`src/rtl/game_screen_ctrl.sv`:
```
// game_screen_ctrl: frame-synchronous START/PLAY/FINISH overlay sequencer with player-reset pulse.
// Optional: define GAME_SCREEN_FINISH_TIMEOUT_EN to auto-return from FINISH after FINISH_FRAMES frames.
module game_screen_ctrl #(
  parameter logic [11:0] FINISH_X_LEFT  = 12'd500,
  parameter logic [11:0] FINISH_X_RIGHT = 12'd700,
  parameter logic [11:0] FINISH_Y_UP    = 12'd100,
  parameter logic [11:0] FINISH_Y_DOWN  = 12'd112,
  parameter logic [1:0]  FINISH_LEVEL   = 2'b11,
  parameter int unsigned FINISH_FRAMES  = 300
) (
  input  logic        clk,
  input  logic        rst_n,
  input  logic        vblnk,
  input  logic [1:0]  level,
  input  logic [11:0] x_value,
  input  logic [11:0] y_value,
  input  logic        start_btn,
  input  logic        restart_btn,
  output logic [1:0]  screen_sel,
  output logic        game_en,
  output logic        player_rst,
  output logic [8:0]  frame_cnt
);

  typedef enum logic [1:0] {
    ST_START  = 2'b00,
    ST_PLAY   = 2'b01,
    ST_FINISH = 2'b10
  } state_e;

  generate
    if (FINISH_FRAMES > 511) begin : g_bad_finish_frames
      $error("FINISH_FRAMES must not exceed 511");
    end
  endgenerate

  state_e      state_q, state_d;
  logic        vblnk_q;
  logic        start_btn_q, restart_btn_q;
  logic        start_pend_q, start_pend_d;
  logic        restart_pend_q, restart_pend_d;
  logic        fin_pend_q, fin_pend_d;
  logic [8:0]  frame_cnt_q, frame_cnt_d;
  logic [1:0]  screen_sel_q, screen_sel_d;
  logic        game_en_q, game_en_d;
  logic        player_rst_q, player_rst_d;

  logic        frame_tick;
  logic        start_edge, restart_edge;
  logic        fin_hit;
  logic        fin_timeout;
  logic        start_clr, restart_clr, fin_clr;

  // vblnk_q resets high so a vblnk already asserted at reset release is not seen as an edge.
  always_ff @(posedge clk or negedge rst_n) begin
    if (!rst_n) begin
      vblnk_q       <= 1'b1;
      start_btn_q   <= 1'b0;
      restart_btn_q <= 1'b0;
    end else begin
      vblnk_q       <= vblnk;
      start_btn_q   <= start_btn;
      restart_btn_q <= restart_btn;
    end
  end

  assign frame_tick   = vblnk & ~vblnk_q;
  assign start_edge   = start_btn & ~start_btn_q;
  assign restart_edge = restart_btn & ~restart_btn_q;

  assign fin_hit = (level == FINISH_LEVEL) &&
                   (x_value > FINISH_X_LEFT) && (x_value < FINISH_X_RIGHT) &&
                   (y_value > FINISH_Y_UP)   && (y_value < FINISH_Y_DOWN);

`ifdef GAME_SCREEN_FINISH_TIMEOUT_EN
  assign fin_timeout = (frame_cnt_q == 9'(FINISH_FRAMES - 1));
`else
  assign fin_timeout = 1'b0;
`endif

  // State register
  always_ff @(posedge clk or negedge rst_n) begin
    if (!rst_n) begin
      state_q <= ST_START;
    end else begin
      state_q <= state_d;
    end
  end

  // Next-state logic; pending flags are only consumed on a frame tick
  always_comb begin
    state_d     = state_q;
    start_clr   = 1'b0;
    restart_clr = 1'b0;
    fin_clr     = 1'b0;
    if (frame_tick) begin
      unique case (state_q)
        ST_START: begin
          if (start_pend_q) begin
            state_d   = ST_PLAY;
            start_clr = 1'b1;
          end
        end
        ST_PLAY: begin
          start_clr = 1'b1;
          if (restart_pend_q) begin
            state_d     = ST_START;
            restart_clr = 1'b1;
            fin_clr     = 1'b1;
          end else if (fin_pend_q) begin
            state_d = ST_FINISH;
            fin_clr = 1'b1;
          end
        end
        ST_FINISH: begin
          if (restart_pend_q || fin_timeout) begin
            state_d     = ST_START;
            restart_clr = 1'b1;
            start_clr   = 1'b1;
          end
        end
        default: state_d = ST_START;
      endcase
    end
  end

  // Clears use the old flag value, so an edge arriving on the tick cycle survives to the next tick.
  always_comb begin
    start_pend_d   = start_edge | (start_pend_q & ~start_clr);
    restart_pend_d = restart_edge | (restart_pend_q & ~restart_clr);
    fin_pend_d     = (fin_hit && (state_q == ST_PLAY)) | (fin_pend_q & ~fin_clr);
  end

  always_comb begin
    frame_cnt_d = frame_cnt_q;
    if (state_d != state_q) begin
      frame_cnt_d = '0;
    end else if (frame_tick && (frame_cnt_q != '1)) begin
      frame_cnt_d = frame_cnt_q + 9'd1;
    end
  end

  // Output logic, registered below so outputs move on the cycle after the deciding tick
  always_comb begin
    screen_sel_d = 2'b01;
    game_en_d    = 1'b0;
    player_rst_d = 1'b0;
    unique case (state_d)
      ST_PLAY:   screen_sel_d = 2'b00;
      ST_FINISH: screen_sel_d = 2'b10;
      default:   screen_sel_d = 2'b01;
    endcase
    game_en_d    = (state_d == ST_PLAY);
    player_rst_d = (state_q == ST_START) && (state_d == ST_PLAY);
  end

  always_ff @(posedge clk or negedge rst_n) begin
    if (!rst_n) begin
      start_pend_q   <= 1'b0;
      restart_pend_q <= 1'b0;
      fin_pend_q     <= 1'b0;
      frame_cnt_q    <= '0;
      screen_sel_q   <= 2'b01;
      game_en_q      <= 1'b0;
      player_rst_q   <= 1'b0;
    end else begin
      start_pend_q   <= start_pend_d;
      restart_pend_q <= restart_pend_d;
      fin_pend_q     <= fin_pend_d;
      frame_cnt_q    <= frame_cnt_d;
      screen_sel_q   <= screen_sel_d;
      game_en_q      <= game_en_d;
      player_rst_q   <= player_rst_d;
    end
  end

  assign screen_sel = screen_sel_q;
  assign game_en    = game_en_q;
  assign player_rst = player_rst_q;
  assign frame_cnt  = frame_cnt_q;

endmodule
```
`config.mk`:
```
export PLATFORM = sky130hd
export DESIGN_NAME = game_screen_ctrl
export DESIGN_NICKNAME = d
export VERILOG_FILES = /design/src/rtl/game_screen_ctrl.sv
export SDC_FILE = /design/constraint.sdc
export NUM_CORES = 1
export LEC_CHECK = 0
export CAP_MARGIN = 20
export CELL_PAD_IN_SITES_DETAIL_PLACEMENT = 1
export CELL_PAD_IN_SITES_GLOBAL_PLACEMENT = 2
export CORE_MARGIN = 2
export CORE_UTILIZATION = 23
export CTS_CLUSTER_SIZE = 40
export DETAILED_ROUTE_END_ITERATION = 10
export GPL_TIMING_DRIVEN = 0
export HOLD_SLACK_MARGIN = 0.08
export PLACE_DENSITY_LB_ADDON = 0.1
export SYNTH_ARGS = -nofsm -noshare
export SYNTH_HDL_FRONTEND = slang
export SYNTH_SLANG_ARGS = --single-unit
```
`constraint.sdc`:
```
create_clock -name clk -period 2.1 [get_ports clk]
set_clock_uncertainty 0.1 [all_clocks]
set_input_delay 0.42 -clock clk [delete_from_list [all_inputs] [get_ports clk]]
set_output_delay 0.42 -clock clk [all_outputs]
set_load 0.01 [all_outputs]
```
==> impl_results.md <==
* Clock Sink Count at 21
* Synth Warn # at 0
* Tot Pwr at 1.92 mW
* Post-synthesis sequential area ratio at 44.6%
* Arr. time, crit path at 2140 ps
* Slowest stage delay, CP at 390 ps
* Crit Reg-Reg Startpoint: frame_cnt[0]
* CTS buffer count at 3
* Area leader, netlist: dfrtp_1
* Run status: completed
* Starting Density at about a quarter
* DRC violations left at 0
* Clock buffer depth at 2
* # placed instances at about 230
* Critical path origin: frame_cnt[0]
* DR pass1 iterations at 3
* Vias in the first global route at 1177
* Worst Setup Start Kind: register
* Reg2Reg Depth at 10
* Distinct cell type count after synthesis at 40
* Final setup margin at approximately 54 ps
* Fin crit share at 97.4%
* Max Transition Viols Final at 0
* Largest net degree at the start of global routing at 22
* Critical Path RT at 2200 ps
* Leak pwr at 0.813 nW
* Initial antenna violation count at 0
* Crit-path cells: ha_2, nand3_4, or2_4, nor2_2, ha_2, nand4b_1, nor3_2, nand3_1, xor2_1, nor2_1
* CTS Hold Bufs at 0
* Antenna Cells at 0
* Skew-Pair Late Insertion Delay at 260 ps
* DP HPWL at around 2500 microns
* Io pins at 44
* CTS root buffer: clkbuf_8
* Hold Fails Final Rpt at 0
* CORE AREA at 5040 sq um
* Number of port buffers at between 40 and 50
* # nets final at between 200 and 250
* CP max FO at 2
* Total number of vias at 1133
* Final setup violation count at 0
* Worst vdd ir at 0.305 mV
* DRT iter0 DRCs at 16
* Pwr/cell area at approximately 950 nW/um^2
* Post-Route Setup TNS at 0 ps
* Peak Freq at 489 MHz
* Worst R2R Setup Slack at approximately 54 ps
* Clock transition at the registers of the reported paths at 80 ps
* Max Cap Violations at 0
* Pre-CTS setup slack at -305 ps
* TritonCTS clock tree: done
* Site row count at 26
* Fraction of layout cells with a size suffix above 1 at 29.5%
* Crit path time final at 2050 ps
* Slew @ Worst Pin at between 400 and 500 ps
* Yosys top cell area share at 40.2%
* Antenna viol nets, final at 0
* Die area at roughly 5700 sq um
* Gp weighted congestion at around 0.85
* Rel. slew slack at 71.8%
* Chip width at 75.7 microns
* CP endpoint kind: register
* Vias/cell at 4.48
* H-Tree Depth at 1
* WS Path Type: register to register
* Synthesized area at around 1200 sq um
* Per-cell routed wire length at 13.3 microns
* Post-Route WL at 3380 microns
* CP max stage cell: dfrtp_1
* Non-Filler Instances at 253
* Area growth syn-to-layout at 70.5%
* GRT Resource Usage Total at 12.8%
* First-pass GRT wire length at 5460 microns
* Max reg flops at 9
* Cells after synthesis at 119
* Die Y at 75.7 microns
* Hold Crit Class: register to register
* Syn_nets at 158
* Remaining global-route overflow at 0
* Top cells by area, synth: dfrtp_1 (40%), ha_1 (8.5%), dfstp_2 (4.4%), nand2_1 (3.8%), inv_1 (3.5%)
* Depth of the worst hold-timing path at 1
* HP Start: start_btn_q
* Number of synthesized register bits at 21
* Syn_area_per_cell at 9.95 sq um
* Unrepaired setup endpoints after global routing: yes
* Most used cell, CP: ha_2
[metal layers]
metal	vias up	GRT usage, %	share of wire [%]
met5	-	0	0
met4	0	5.07	1.5
met3	4	2.12	1.9
met2	16	23.8	57
met1	559	14.4	39
li1	554	-	-
[kinds of logic after synthesis]
logic type / Yosys count / synth area share (%)
simple gates: 46 / 20.1
fa+ha+maj: 8 / 8.46
flops: 21 / 44.6
mux: 1 / 0.846
compound gates: 28 / 19.3
buf+inv: 12 / 4.44
xor+xnor: 3 / 2.22
[critical path, delay by kind of cell, from the launching register on]
kind          cells  cell delay, ps
flops             1             390
simple gates      7             930
fa+ha+maj         2             390
xor+xnor          1             150
[metrics by stage]
stage	util, %	area, sq um	hold slack [ps]
2_1_floorplan	-	1190	24.4
3_3_place_gp	33.8	1710	310
3_5_place_dp	33.8	1710	325
4_1_cts	36.7	1850	337
5_1_grt	40.0	2020	383
6_report	40.0	2020	330
[what timing repair did]
action | CTS | global route
endpoints found under the setup margin | 13 | 10
cloned | 0 | 0
gates resized for setup | 13 | 20
buffers inserted | 8 | 8
hold endpoints to repair | 0 | 0
pin swaps | 3 | 11
[layout make-up]
| type | instances | area [sq um] |
|---|---|---|
| Clock buffer | 3 | 41.3 |
| Buffer | 1 | 11.3 |
| Sequential cell | 21 | 531 |
| Clock inverter | 1 | 5.00 |
| Timing Repair Buffer | 60 | 573 |
| Multi-Input combinational cell | 86 | 726 |
| Tap cell | 70 | 87.6 |
| Fill cell | 583 | 3020 |
| Inverter | 11 | 43.8 |
[path summary, 6_finish.rpt]
check	to
worst max-delay path	frame_cnt[7]
worst min-delay path	start_pend_q
worst max register to register	frame_cnt[7]
worst min register to register	start_pend_q
max in group asynchronous	screen_sel[0]
min in group asynchronous	frame_cnt[0]
[placed cells by master, fill, tap and decap left out, drive strengths merged, types with 4 or more instances in the layout]
| cell | synthesis | routed |
|---|---|---|
| nand2 | 13 | 13 |
| dfrtp | 19 | 19 |
| nor2 | 11 | 11 |
| nand3 | 6 | 6 |
| nor3 | 4 | 4 |
| o311ai | 4 | 4 |
| buf | 1 | 18 |
| clkdlybuf4s50 | 0 | 43 |
| ha | 8 | 8 |
| o21ai | 6 | 6 |
| inv | 11 | 11 |
[synthesized netlist by cell type (all sizes together)]
cell	instances
a2111oi	1
a21o	2
a21oi	2
a221oi	2
a22o	1
a31oi	1
a41o	1
and2	2
and2b	1
buf	1
dfrtp	19
dfstp	2
ha	8
inv	11
mux2i	1
nand2	13
nand3	6
nand3b	1
nand4	1
nand4b	1
nor2	11
nor2b	2
nor3	4
nor3b	1
nor4	1
o211ai	3
o21a	1
o21ai	6
o21ba	1
o22ai	1
o311ai	4
o31ai	1
o41ai	1
or2	1
or2b	1
xnor2	2
xor2	1
[power breakdown]
| group | switching (mW) | total, mW | internal (mW) |
|---|---|---|---|
| sequential | 0.115 | 0.633 | 0.518 |
| clock | 0.145 | 0.278 | 0.133 |
| combinational | 0.419 | 1.01 | 0.587 |
Note: power is estimated with default switching activity, not from simulation.
